**config.mk**
```make
export PLATFORM = sky130hd
export DESIGN_NAME = cnt_ndigits
export DESIGN_NICKNAME = d
export VERILOG_FILES = /design/src/rtl/cnt_pkg.sv /design/src/rtl/cnt_ndigits_digit.sv /design/src/rtl/cnt_ndigits.sv
export SDC_FILE = /design/constraint.sdc
export NUM_CORES = 1
export LEC_CHECK = 0
export ABC_AREA = 1
export CAP_MARGIN = 5
export CORE_ASPECT_RATIO = 1.4
export CORE_UTILIZATION = 60
export CTS_BUF_LIST = sky130_fd_sc_hd__clkbuf_8 sky130_fd_sc_hd__clkbuf_16
export CTS_CLUSTER_SIZE = 8
export DETAILED_ROUTE_END_ITERATION = 10
export PLACE_DENSITY = 0.86
export SETUP_SLACK_MARGIN = 0.5
export SYNTH_ARGS = -nofsm -noshare
export SYNTH_HDL_FRONTEND = slang
export SYNTH_HIERARCHICAL = 1
export SYNTH_SLANG_ARGS = --single-unit
```
**constraint.sdc**
```tcl
create_clock -name clk_i -period 4.85 [get_ports clk_i]
set_input_delay 0.97 -clock clk_i [delete_from_list [all_inputs] [get_ports clk_i]]
set_output_delay 0.97 -clock clk_i [all_outputs]
set_load 0.005 [all_outputs]
```
**src/rtl/cnt_pkg.sv**
```systemverilog
// Shared constants and helpers for the multi-digit counter.
package cnt_pkg;

  // Every digit is stored in one nibble regardless of the radix.
  localparam int DIGIT_W = 4;

  // mode_i encodings: wrap around at terminal count, or stick there.
  localparam logic MODE_WRAP = 1'b0;
  localparam logic MODE_SAT  = 1'b1;

  // Limit a loaded nibble to the largest legal digit.
  // Nibbles at or above the radix then never reach the count.
  function automatic logic [DIGIT_W-1:0] clamp_digit(
    input logic [DIGIT_W-1:0] v,
    input logic [DIGIT_W-1:0] max_v
  );
    return (v > max_v) ? max_v : v;
  endfunction

endpackage

```
**src/rtl/cnt_ndigits_digit.sv**
```systemverilog
// One radix-base_p digit of the counter. Steps by one when inc is high,
// wrapping at the radix boundary, and reports whether it sits at the
// terminal value for the current direction so the next digit can ripple.
module cnt_digit
  import cnt_pkg::*;
#(
  parameter int base_p = 10
) (
  input  logic               clk,
  input  logic               nRst,
  input  logic               load,
  input  logic [DIGIT_W-1:0] loadVal,
  input  logic               inc,
  input  logic               up,
  output logic [DIGIT_W-1:0] value,
  output logic               terminal
);

  localparam logic [DIGIT_W-1:0] MAX_DIGIT = DIGIT_W'(base_p - 1);

  logic [DIGIT_W-1:0] value_q;
  logic [DIGIT_W-1:0] value_d;

  // Next digit value: load beats increment, increment wraps at the radix.
  always_comb begin
    value_d = value_q;
    if (load) begin
      value_d = clamp_digit(loadVal, MAX_DIGIT);
    end else if (inc) begin
      if (up) begin
        value_d = (value_q == MAX_DIGIT) ? '0 : value_q + 1'b1;
      end else begin
        value_d = (value_q == '0) ? MAX_DIGIT : value_q - 1'b1;
      end
    end
  end

  // Digit register with synchronous active-low reset.
  always_ff @(posedge clk) begin
    if (!nRst) begin
      value_q <= '0;
    end else begin
      value_q <= value_d;
    end
  end

  assign value    = value_q;
  assign terminal = up ? (value_q == MAX_DIGIT) : (value_q == '0);

endmodule

```
**src/rtl/cnt_ndigits.sv**
```systemverilog
// Multi-digit up/down counter advanced by a free-running prescaler.
// Each prescaler wrap is one update event: the digit chain steps once
// (ripple carry/borrow in a single cycle), tick_o pulses, and ovf_o pulses
// if the count was already terminal. In saturate mode a terminal count holds.
module cnt_ndigits
  import cnt_pkg::*;
#(
  parameter int freq_p           = 50000000,
  parameter int update_per_sec_p = 1,
  parameter int base_p           = 10,
  parameter int digits_p         = 5
) (
  input  logic                        clk_i,
  input  logic                        nRst_i,
  input  logic                        enable_i,
  input  logic                        nLoad_i,
  input  logic                        up_i,
  input  logic                        mode_i,
  input  logic [DIGIT_W*digits_p-1:0] loadVal_i,
  output logic [DIGIT_W*digits_p-1:0] count_o,
  output logic                        tick_o,
  output logic                        tc_o,
  output logic                        ovf_o
);

  localparam int PRESC = freq_p / update_per_sec_p;
  // A prescale of 1 still needs a one-bit register.
  localparam int PW = (PRESC > 1) ? $clog2(PRESC) : 1;
  localparam logic [PW-1:0] PRESC_LAST = PW'(PRESC - 1);

  logic [PW-1:0]       presc_q;
  logic [PW-1:0]       presc_d;
  logic                tick_q;
  logic                tick_d;
  logic                ovf_q;
  logic                ovf_d;

  logic                load;
  logic                tick_evt;
  logic                sat_hold;
  logic                advance;
  logic [digits_p-1:0] digit_term;
  logic [digits_p-1:0] carry;

  // Update event detection, saturation gating and prescaler next state.
  always_comb begin
    load     = !nLoad_i;
    // A load on the prescaler's last cycle swallows that update.
    tick_evt = enable_i && (presc_q == PRESC_LAST) && !load;
    sat_hold = tc_o && (mode_i == MODE_SAT);
    advance  = tick_evt && !sat_hold;
    tick_d   = tick_evt;
    ovf_d    = tick_evt && tc_o;

    presc_d = presc_q;
    if (load) begin
      presc_d = '0;
    end else if (enable_i) begin
      presc_d = (presc_q == PRESC_LAST) ? '0 : presc_q + 1'b1;
    end
  end

  // Prescaler and registered event pulses; reset outranks everything.
  always_ff @(posedge clk_i) begin
    if (!nRst_i) begin
      presc_q <= '0;
      tick_q  <= 1'b0;
      ovf_q   <= 1'b0;
    end else begin
      presc_q <= presc_d;
      tick_q  <= tick_d;
      ovf_q   <= ovf_d;
    end
  end

  // Digit k steps only when every lower digit is terminal, so a whole run
  // of terminal digits rolls over in the same cycle.
  for (genvar gi = 0; gi < digits_p; gi++) begin : g_digit
    if (gi == 0) begin : g_first
      assign carry[gi] = advance;
    end else begin : g_rest
      assign carry[gi] = advance && (&digit_term[gi-1:0]);
    end

    cnt_digit #(
      .base_p (base_p)
    ) u_digit (
      .clk      (clk_i),
      .nRst     (nRst_i),
      .load     (load),
      .loadVal  (loadVal_i[gi*DIGIT_W +: DIGIT_W]),
      .inc      (carry[gi]),
      .up       (up_i),
      .value    (count_o[gi*DIGIT_W +: DIGIT_W]),
      .terminal (digit_term[gi])
    );
  end

  assign tc_o   = &digit_term;
  assign tick_o = tick_q;
  assign ovf_o  = ovf_q;

endmodule

```
# --- Yosys cells after proc, flatten, opt, wreduce, memory -nomap -nowiden ---
# Cells that the tools add are included.
totals:
  out_inout_bits: 23
  inputBits: 26
  ff_bits: 48
  wordCells: 91
op_classes:
  eq_ne: 11
  muxes: 36
  n_addsub: 11
  magnitude_cmp: 5
  n_reduce_logical: 20
ops:
  columns: ["op", "count"]
  rows:
  - ["4-bit 2-to-1 mux", 30]
  - ["26-bit by 1-bit adder with 26-bit output (second input constant)", 1]
  - ["26-bit == test (second input constant)", 1]
  - ["26-bit 2-to-1 mux", 1]
  - ["4-bit by 1-bit adder with 4-bit output (second input constant)", 5]
  - ["4-bit == test (second input constant)", 5]
  - ["4-bit greater-than comparator (second input constant)", 5]
  - ["4-bit logical NOT", 5]
  - ["4-bit by 1-bit subtractor with 4-bit output (second input constant)", 5]
  - ["2-bit by 1-bit != test with 1-bit output (second input constant)", 5]
  - ["1-bit logical AND", 9]
  - ["1-bit 2-to-1 mux", 5]
  - ["5-bit AND reduction", 1]
  - ["2-bit AND reduction", 2]
  - ["4-bit AND reduction", 1]
  - ["3-bit AND reduction", 1]
  - ["1-bit logical NOT", 1]

# --- Depth between registers and ports, before layout ---
logic_depth:
  word_depth: 9
  depth_mapped: 20
  ltp_nobuf: 20

# --- Modules after synthesis ---
# Netlist, hierarchy kept.
by_module_without_submodules:
  columns: ["mod", "cells_per_inst", "area_each_um2", "instances", "seq_area_each_um2"]
  rows:
  - ["cnt_digit", 66, 386.6, 5, 80.1]
  - ["cnt_ndigits", 236, 1589.0, 1, 560.5]

# --- Worst setup path before layout ---
# No wires, ideal clock.
synth_timing:
  path_kind: "input port to output port"
  from: "input port up_i"
  to: "output port tc_o"
  n_path_buf: 0
  stages: 7
  arrival_time_ns: 1.724
  required_time_ns: 3.880
  setup_slack_ns: 2.156
  path_cell_list: "bufinv_8 -> nor2_2 -> a21oi_1 -> nand2_1 -> nor2_1 -> nand2_1 -> inv_1"
synth_between:
  elab_chain_len: 2
  word_cells_on_any_way: 6
  cone_classes: "mux: 5; reduce/logical: 1"
synth_rtl:
  columns: ["item", "line_no", "rtl"]
  rows:
  - ["from (decl)", "cnt_ndigits.sv:17", "input logic up_i,"]
  - ["1-bit 2-to-1 mux", "cnt_ndigits_digit.sv:48", "assign terminal = up ? (value_q == MAX_DIGIT) : (value_q == '0);"]
  - ["net digit_term[0]", "cnt_ndigits.sv:42", "logic [digits_p-1:0] digit_term;"]
  - ["5-bit AND reduction", "cnt_ndigits.sv:99", "assign tc_o = &digit_term;"]
  - ["to (decl)", "cnt_ndigits.sv:22", "output logic tc_o,"]
# The timed path passes the listed nets, and every way through them passes these cells.

# --- Worst setup path in the final report ---
# Ends and elaborated chain as after synthesis.

==> impl_metrics.tcl <==
set metrics [dict create \
    status "complete, no violations" \
    reg2reg_slack_ns 2.34 \
    start_util 0.633 \
    cts_buffers 5 \
    dpl_cell_area_um2 4010 \
    antennaDiodeCount 0 \
    reg2reg_from "presc_q[0]" \
    hold_violations 0 \
    cts_tree "yes" \
    setup_violations 0 \
    place.gp.congestion 0.973 \
    power_leakage_uw 0.00174 \
    hold_buffers 0 \
    worst_slack_ns 1.01 \
    grt-busiest-layer "met2" \
    ys_top_cells_by_area "dfxtp_1 (27%), nand2_1 (15%), nand3_1 (9.0%), nor2_1 (8.6%), inv_1 (6.7%)" \
    power_density_nw_per_um2 228 \
    grt_pass1_vias 3554 \
    synth.distinct_cells 35 \
    drive_above_1_share 0.116 \
    crit_buf_inv 4 \
    dieWidth_um 66.8 \
    critical_path.top_delay_family "buffers and inverters" \
    vias 3795 \
    period_share 0.791 \
    syn2layout_area_growth_pct 17.4 \
    worstPathCellList "dlymetal6s2s_1 -> bufinv_8 -> a21oi_1 -> nand2_1 -> nor2_1 -> nand2_1 -> inv_1 -> clkdlybuf4s50_1" \
    rows 32 \
    worst_r2r_endpoint "g_digit[1].u_digit/value[3]" \
    slowest_stage "clkdlybuf4s50_1" \
    ys_warn_count 6 \
    fin_cells 681 \
    synth_area_leader_cell "dfxtp_1" \
    critPathLaunchType "input pin" \
    drv_cap 0 \
    worstSetupPathType "in -> out" \
    clkSlewWorstSetupHoldPaths_ns 0.09 \
    fill_cells 480 \
    ir_worst_vdd_v 0.000153 \
    crit_fanout 15 \
    yosysTopAreaCellShare 0.273 \
    crit_path_frequent_cell "nand2_1" \
    netlist_area_um2 3520 \
    die_area_um2 6190 \
    use_met1 0.312 \
    antenna_found_initial 0 \
    clockBufferDepth 2 \
    rr_worst_depth 14 \
    cp.depth 8 \
    port_buffers 48 \
    synth_edf_count 0 \
    yosysMostFrequentCell "nand2_1" \
    wirelength_um 8450 \
    ys_dominant_reg_cell "dfxtp_1" \
    tns_ns 0 \
    wl_per_cell_um 12.4 \
    post-place-ws_ns 0.659 \
    ys_seq_area_frac 0.273 \
    crit_required_ns 3.88 \
    use_met2 0.550 \
    postSynthAreaPerCell_um2 6.22 \
    relSlewSlack 0.523 \
    dp_hpwl_um 6400 \
    cts-htree-levels 2 \
    grt_use_total 0.294 \
    critPathLaunch "up_i" \
    slowest_delay_ns 0.50 \
    grt_pass1_wl_um 14400 \
    fin_nets 640 \
    die_h_um 92.7 \
    drv_slew 0 \
    drtPass1Iterations 5 \
    rsz0062_at_grt "false" \
    crit_arrival_ns 2.87 \
    synth-seq-cells 48 \
    period_minus_slack_ns 3.84 \
    drc_errors 0 \
    synthArstFlopShare 0 \
    coreArea_um2 5570 \
    final_area_um2 4140 \
    cts_root_buf "clkbuf_8" \
    syn_nets 593 \
    dpl.cell_count 674 \
    via_per_inst 5.57 \
    synth_cells 566 \
    worstMarginPinSlew_ns 0.714 \
    io_pins 49 \
    crit_end "tc_o" \
    clk-insertion-delay-late_ns 0.30 \
    skew_ns 0.00733 \
    hold_class "reg -> reg" \
    grt.overflow.total 0 \
    critPathCaptureType "output pin" \
    gr-usage-met3 0.0382 \
    clock-sinks 48 \
    drtAntennaViolNets 0 \
    drt_iter0_drc 202 \
    max_clock_freq_ghz 0.261 \
    synth_commonest_cells "nand2_1 (138), nor2_1 (81), inv_1 (63), nand3_1 (63), dfxtp_1 (48)" \
    grt_max_degree 21 \
]
-- layout by cell type (no fill, tap or decap), drive strengths merged, types with 2 or more instances in the layout --
cell	instances
a221oi	5
clkdlybuf4s50	47
nand3b	3
xor2	7
nor3	3
xnor2	2
a21oi	35
nand3	69
dfxtp	48
nand2	147
inv	80
nand4	11
a31oi	2
nor2	101
o21ai	27
a22oi	5
clkbuf	5
bufinv	7
-- cell families (layout without fill, tap and decap cells) --
kind of cell,Yosys count,in the layout,synth area share
XOR/XNOR,9,9,0.0224
buffers and inverters,94,141,0.135
flip-flops,48,48,0.273
AND/OR/NAND/NOR,336,336,0.438
multiplexers,1,1,0.00284
adder cells (fa/ha/maj),1,1,0.00355
AO/OA/AOI/OAI,77,77,0.126
-- routing by layer --
layer	wire length (um)	share of wire	up-vias
li1	-	-	1917
met1	3270	0.39	1708
met2	4520	0.54	148
met3	459	0.054	22
met4	197	0.023	0
met5	0	0	-
-- through the flow --
step,hold slack [ns],util,power (uW)
floorplan,0.472,-,547
global placement,0.484,0.720,604
detailed placement,0.497,0.720,607
CTS,0.519,0.743,944
global route,0.532,0.743,987
finish,0.516,0.743,942
-- layout make-up --
class                           instances  area, um2  area share
Tap cell                               68       85.1      0.0206
Clock buffer                            5       68.8      0.0166
Inverter                               86        392      0.0947
Timing Repair Buffer                   48        483       0.117
Multi-Input combinational cell        424       2090       0.505
Sequential cell                        48        961       0.232
Clock inverter                          2       60.1      0.0145
-- state kept, by name, summed over array words and instances (netlist names) --
name / cells
g_digit.u_digit/value: 20
tick_o: 1
ovf_o: 1
presc_q: 26
-- worst reg2reg max path, delay by kind of cell, from the launching register on --
kind,cells,cell delay (ns)
compound gates,2,0.28
simple gates,8,1.29
fa+ha+maj,1,0.22
buf+inv,3,0.21
flops,1,0.40
-- worst min path at each step --
stage	from	end	slack, ns	cells after the start
floorplan	presc_q[13]	presc_q[13]	0.47	2
global placement	presc_q[13]	presc_q[13]	0.48	2
detailed placement	presc_q[22]	presc_q[22]	0.50	2
CTS	presc_q[22]	presc_q[22]	0.52	2
global route	presc_q[13]	presc_q[13]	0.53	2
finish	presc_q[22]	presc_q[22]	0.52	2
-- power by group --
group	internal (uW)	switching (uW)	total, uW
combinational	84.0	90.4	174
clock	203	138	341
sequential	404	22.8	427
total	691	251	942
-- repair_timing --
item,CTS,global route
setup buffers,0,0
endpoints found under the setup margin,0,1
resized for setup,0,1
Power figures use the tool's default switching activity.
